### src/rtl/bbox_pkg.sv
// rtl/bbox_pkg.sv - shared defaults and result-entry type for the bbox index path
package bbox_pkg;

    localparam int DATA_WIDTH_DEF = 16;
    localparam int NUM_REQ_DEF    = 4;
    localparam int ID_W_DEF       = $clog2(NUM_REQ_DEF);

    typedef struct packed {
        logic [ID_W_DEF-1:0]       id;
        logic [DATA_WIDTH_DEF-1:0] index;
        logic                      overflow;
    } result_t;

endpackage

### src/rtl/sync_fifo.sv
// rtl/sync_fifo.sv - show-ahead synchronous FIFO, simultaneous push/pop legal
module sync_fifo #(
    parameter int WIDTH = 8,
    parameter int DEPTH = 16
) (
    input  logic             clk,
    input  logic             reset_n,
    input  logic             push,
    input  logic [WIDTH-1:0] push_data,
    input  logic             pop,
    output logic [WIDTH-1:0] head_data,
    output logic             empty,
    output logic             full
);

    localparam int AW = $clog2(DEPTH);
    localparam logic [AW:0] DEPTH_C = DEPTH[AW:0];

    logic [WIDTH-1:0] mem [DEPTH];
    logic [AW-1:0]    wr_ptr;
    logic [AW-1:0]    rd_ptr;
    logic [AW:0]      count;
    logic             do_push;
    logic             do_pop;

    assign empty     = (count == '0);
    assign full      = (count == DEPTH_C);
    assign do_pop    = pop && !empty;
    // A push into a full FIFO is still accepted when the head leaves in the same cycle.
    assign do_push   = push && (!full || do_pop);
    assign head_data = mem[rd_ptr];

    always_ff @(posedge clk) begin
        if (!reset_n) begin
            wr_ptr <= '0;
            rd_ptr <= '0;
            count  <= '0;
            for (int i = 0; i < DEPTH; i++) begin
                mem[i] <= '0;
            end
        end else begin
            if (do_push) begin
                mem[wr_ptr] <= push_data;
                wr_ptr      <= wr_ptr + 1'b1;
            end
            if (do_pop) begin
                rd_ptr <= rd_ptr + 1'b1;
            end
            count <= count + {{AW{1'b0}}, do_push} - {{AW{1'b0}}, do_pop};
        end
    end

endmodule

### src/rtl/bram_index_arbiter.sv
// rtl/bram_index_arbiter.sv - round-robin, credit-limited sharing of one bram_address_generator
module bram_index_arbiter
    import bbox_pkg::*;
#(
    parameter int  DATA_WIDTH   = DATA_WIDTH_DEF,
    parameter int  NUM_REQ      = NUM_REQ_DEF,
    parameter int  MAX_INFLIGHT = 16,
    localparam int ID_W         = $clog2(NUM_REQ)
) (
    input  logic                          clk,
    input  logic                          reset_n,
    input  logic [NUM_REQ-1:0]            req_valid,
    input  logic [NUM_REQ*DATA_WIDTH-1:0] req_data,
    output logic [NUM_REQ-1:0]            req_ready,
    output logic [DATA_WIDTH-1:0]         gen_x_data_out,
    output logic                          gen_read_value_out,
    input  logic [DATA_WIDTH-1:0]         gen_index_in,
    input  logic                          gen_index_valid_in,
    input  logic                          gen_index_overflow_in,
    output logic                          resp_valid,
    input  logic                          resp_ready,
    output logic [ID_W-1:0]               resp_id,
    output logic [DATA_WIDTH-1:0]         resp_index,
    output logic                          resp_overflow,
    output logic [15:0]                   overflow_count,
    output logic                          orphan_err,
    output logic                          busy
);

    localparam int CW = $clog2(MAX_INFLIGHT) + 1;
    localparam int RW = ID_W + DATA_WIDTH + 1;
    localparam logic [CW-1:0] CREDIT_MAX = MAX_INFLIGHT[CW-1:0];

    logic [ID_W-1:0]       rr_ptr;
    logic [ID_W-1:0]       winner;
    logic [DATA_WIDTH-1:0] win_data;
    logic                  found;
    logic                  grant;
    logic                  resp_pop;
    logic [CW-1:0]         credit;
    logic [CW-1:0]         credit_next;
    logic                  tag_empty;
    logic                  tag_full;
    logic                  tag_pop;
    logic [ID_W-1:0]       tag_head;
    logic                  res_empty;
    logic                  res_full;
    logic [RW-1:0]         res_head;
    logic                  unused_full;

    // Second pass overrides the lowest requester with the lowest one at or above rr_ptr.
    always_comb begin
        found    = 1'b0;
        winner   = '0;
        win_data = '0;
        for (int i = NUM_REQ - 1; i >= 0; i--) begin
            if (req_valid[i]) begin
                found  = 1'b1;
                winner = ID_W'(i);
            end
        end
        for (int i = NUM_REQ - 1; i >= 0; i--) begin
            if (req_valid[i] && (ID_W'(i) >= rr_ptr)) begin
                winner = ID_W'(i);
            end
        end
        for (int i = 0; i < NUM_REQ; i++) begin
            if (winner == ID_W'(i)) begin
                win_data = req_data[i*DATA_WIDTH +: DATA_WIDTH];
            end
        end
    end

    assign grant    = found && (credit < CREDIT_MAX);
    assign resp_pop = resp_valid && resp_ready;
    assign tag_pop  = gen_index_valid_in && !tag_empty;

    always_comb begin
        req_ready = '0;
        for (int i = 0; i < NUM_REQ; i++) begin
            req_ready[i] = grant && (winner == ID_W'(i));
        end
    end

    // Credit spans pipeline plus result FIFO, so neither FIFO can overrun.
    assign credit_next = credit + {{(CW-1){1'b0}}, grant} - {{(CW-1){1'b0}}, resp_pop};

    always_ff @(posedge clk) begin
        if (!reset_n) begin
            rr_ptr             <= '0;
            credit             <= '0;
            busy               <= 1'b0;
            gen_read_value_out <= 1'b0;
            gen_x_data_out     <= '0;
            overflow_count     <= '0;
            orphan_err         <= 1'b0;
        end else begin
            credit             <= credit_next;
            busy               <= (credit_next != '0);
            gen_read_value_out <= grant;
            if (grant) begin
                gen_x_data_out <= win_data;
                rr_ptr         <= (winner == ID_W'(NUM_REQ - 1)) ? '0 : winner + 1'b1;
            end
            if (gen_index_valid_in && tag_empty) begin
                orphan_err <= 1'b1;
            end
            if (tag_pop && gen_index_overflow_in && (overflow_count != 16'hFFFF)) begin
                overflow_count <= overflow_count + 16'd1;
            end
        end
    end

    sync_fifo #(.WIDTH(ID_W), .DEPTH(MAX_INFLIGHT)) u_tag_fifo (
        .clk       (clk),
        .reset_n   (reset_n),
        .push      (grant),
        .push_data (winner),
        .pop       (tag_pop),
        .head_data (tag_head),
        .empty     (tag_empty),
        .full      (tag_full)
    );

    sync_fifo #(.WIDTH(RW), .DEPTH(MAX_INFLIGHT)) u_result_fifo (
        .clk       (clk),
        .reset_n   (reset_n),
        .push      (tag_pop),
        .push_data ({tag_head, gen_index_in, gen_index_overflow_in}),
        .pop       (resp_pop),
        .head_data (res_head),
        .empty     (res_empty),
        .full      (res_full)
    );

    assign unused_full   = tag_full ^ res_full;
    assign resp_valid    = !res_empty;
    assign resp_id       = res_head[RW-1 -: ID_W];
    assign resp_index    = res_head[DATA_WIDTH:1];
    assign resp_overflow = res_head[0];

endmodule

### config.mk
export PLATFORM = sky130hd
export DESIGN_NAME = bram_index_arbiter
export DESIGN_NICKNAME = d
export VERILOG_FILES = /design/src/rtl/bbox_pkg.sv /design/src/rtl/sync_fifo.sv /design/src/rtl/bram_index_arbiter.sv
export SDC_FILE = /design/constraint.sdc
export NUM_CORES = 1
export LEC_CHECK = 0
export CAP_MARGIN = 20
export CORE_MARGIN = 8
export CORE_UTILIZATION = 40
export CTS_CLUSTER_SIZE = 25
export DETAILED_ROUTE_END_ITERATION = 16
export SLEW_MARGIN = 25
export SYNTH_ARGS = -nofsm -noshare
export SYNTH_HDL_FRONTEND = slang
export SYNTH_SLANG_ARGS = --single-unit
### constraint.sdc
create_clock -name clk -period 3.6 [get_ports clk]
set_input_delay 0.72 -clock clk [delete_from_list [all_inputs] [get_ports clk]]
set_output_delay 0.72 -clock clk [all_outputs]
set_load 0.02 [all_outputs]
==> results_dict.tcl <==
set metrics [dict create \
    drc 0 \
    multi_input_comb_area_um2 7277 \
    synth.most_common_cell "edfxtp_1" \
    die_w_um 237.5 \
    met1_length_um 21590 \
    grt_usage 0.1890 \
    dp.cells 2171 \
    critPathSlowestCell "mux4_2" \
    root_buffer "clkbuf_16" \
    crit_path_end_kind "output pin" \
    critPathTopFamily "multiplexers" \
    hold_path.startpoint "orphan_err$_SDFFE_PN0P_" \
    path_clk_slew_ns 0.06 \
    maxCapViolCount 0 \
    fin_total_pwr_uw 14810 \
    hold_viol 0 \
    fin_util 0.4870 \
    drv_slew 0 \
    initial_utilization 0.4035 \
    dieArea_um2 56420 \
    ant_nets 0 \
    h-tree-depth 2 \
    drt-pass1-iter-count 7 \
    syn_nets 1571 \
    cp_cell_sequence "bufbuf_16, mux4_2, mux4_2, dlygate4sd2_1" \
    clock_latency_ns 0.59 \
    portBuffers 147 \
    wl_per_cell_um 23.47 \
    crit_arrival_ns 2.79 \
    rr_worst_depth 12 \
    dr_wl_met3_um 4016 \
    hold_buffers 0 \
    synthTopCellsByArea "edfxtp_1 51%, mux4_2 12%, and2_1 9.1%, dfxtp_1 7.8%, ha_1 2.0%" \
    clockBufferDepth 3 \
    dr_wl_met2_um 26130 \
    num_rows 81 \
    grt_start_max_net_pins 38 \
    reg2reg_from "u_result_fifo.count[2]$_SDFF_PN0_" \
    num-nets-final 1725 \
    synth_commonest_cells "336 x edfxtp_1, 285 x and2_1, 103 x mux4_2" \
    cts_made_buffers 47 \
    ir_worst_vdd_mv 0.4057 \
    outcome "finished, final reports clean" \
    finalSetupViolations 0 \
    dp_hpwl_um 33380 \
    rrSetupSlack_ns 0.53 \
    synth-seq-cells 412 \
    syn_to_final_growth_pct 20.70 \
    nFillCells 4238 \
    path_buf_inv 2 \
    p_leak_uw 0.008638 \
    clock_skew_ns 0.02521 \
    syn_inst 1447 \
    crit_path_max_fanout 11 \
    synthFlopType "edfxtp_1" \
    critPathMaxStageDelay_ns 0.55 \
    start_kind "flip-flop" \
    antenna_found_initial 7 \
    yosys.area.top_type "edfxtp_1" \
    seqCellArea_um2 11620 \
    grt_pass1_wl_um 80820 \
    min_to "orphan_err$_SDFFE_PN0P_" \
    hold_depth 1 \
    stdcell_count 2267 \
    crit_top_cell "mux4_2" \
    tightest_slew_ns 0.7482 \
    core_um2 48650 \
    r2r_end "busy$_SDFF_PN0_" \
    syn_area_per_cell_um2 13.57 \
    synth_warnings 0 \
    fmax_mhz 285.1 \
    synth_edf_count 336 \
    drt_wl_total_um 53210 \
    tns_ns 0 \
    grt_pass1_vias 13010 \
    routed.top_layer "met5" \
    place_congestion 0.8220 \
    netlist_area_um2 19630 \
    critPathKind "flip-flop to output pin" \
    cts_tree "yes" \
    ys_seq_area_frac 0.5915 \
    drive_above_1_share 0.1652 \
    gr-total-overflow 0 \
    vias 12330 \
    yosysUniqueCellTypes 56 \
    vias_per_cell 5.437 \
    async_reset_ff_frac 0 \
    hold_class "flip-flop to flip-flop" \
    relSlewSlack 0.5012 \
    die-height_um 237.5 \
    pin_count 148 \
    rsz0062_at_grt "no" \
    synth_top_area_share 0.5140 \
    fin_crit_sh 0.9743 \
    cts_sinks 412 \
    period_needed_ns 3.507 \
    crit_required_ns 2.88 \
    drtIter0Drc 1024 \
    p_per_area_nw_per_um2 625.3 \
]
state kept, by name, indices dropped and copies added (netlist names), named ones only:
name                  cells
u_result_fifo.mem       304
overflow_count           16
u_result_fifo.wr_ptr      4
u_tag_fifo.mem           32
rr_ptr                    2
credit                    5
u_tag_fifo.rd_ptr         4
u_tag_fifo.count          5
gen_read_value_out        1
u_tag_fifo.wr_ptr         4
u_result_fifo.count       5
busy                      1
orphan_err                1
u_result_fifo.rd_ptr      4
gen_x_data_out           16
cell type report:
type	count	area share
multi-input cells	860	0.3071
inverters	60	0.009506
repair buffers	220	0.09643
well taps	622	0.03285
flip-flops and latches	412	0.4904
clock buffers	63	0.05392
clock inverters	25	0.009242
diodes	5	0.0005281
worst max-delay path by stage:
stage | endpoint | from | cells after the start | slack [ns]
finish | resp_overflow | flip-flop | 4 | 0.09
global route | resp_overflow | flip-flop | 4 | 0.01
CTS | resp_id[1] | flip-flop | 4 | 0.004
detailed placement | req_ready[3] | req_valid[0] | 8 | 0.005
global placement | req_ready[3] | req_valid[0] | 8 | 0.05
floorplan | req_ready[1] | req_valid[0] | 8 | 0.13
through the flow:
stage | cell area, um^2 | setup slack, ns | hold WS (ns)
floorplan | 19630 | 0.1269 | 0.4629
global placement | 22120 | 0.05428 | 0.4531
detailed placement | 22120 | 0.005120 | 0.4659
CTS | 23670 | 0.003502 | 0.4841
global route | 23690 | 0.01223 | 0.5113
finish | 23690 | 0.09265 | 0.4741
cells in the final DEF, fill, tap and decap left out, drive strengths merged, types with 8 or more instances in the layout:
cell and instances:
buf 72, clkbuf 64, xor2 8, nand4 11, o31ai 8, inv 61
edfxtp 336, nor3 48, xnor2 9, mux4 103, and2 285, nand2 39
ha 32, or4 14, nor2b 19, clkdlybuf4s50 126, dlygate4sd2 18, a21oi 59
or3 18, nand2b 9, nand3 16, a211o 16, clkinv 21, dfxtp 76
a221oi 16, o21ai 42, nor2 56
cells by family (layout without fill, tap and decap cells):
| kind of cell | count (synthesis) | in the layout | share of synthesized area |
|---|---|---|---|
| DFF | 412 | 412 | 0.5915 |
| muxes | 108 | 108 | 0.1207 |
| buffers and inverters | 175 | 368 | 0.03958 |
| and+or+nand+nor | 538 | 538 | 0.1646 |
| adders and majority gates | 35 | 35 | 0.02346 |
| xor gates and xnor gates | 17 | 17 | 0.007585 |
| other | 0 | 5 | 0 |
| AOI/OAI and AO/OA | 162 | 162 | 0.05252 |
layer usage:
layer  GRT usage  up-vias
met5           0        -
met2      0.3215      371
met3     0.04852       87
li1            -     5652
met4     0.06122        4
met1      0.2342     6212
power by group:
| group | switching [uW] | internal, uW | total (uW) |
|---|---|---|---|
| Sequential | 283 | 5590 | 5880 |
| Clock | 1970 | 2660 | 4630 |
| Combinational | 2290 | 2020 | 4310 |
what timing repair did:
action / in CTS / in global routing
setup endpoints to repair: 20 / 3
hold endpoints to repair: 0 / 0
setup buffers: 0 / 1
cloned: 2 / 0
resized for setup: 21 / 3
Power figures use the tool's default switching activity.
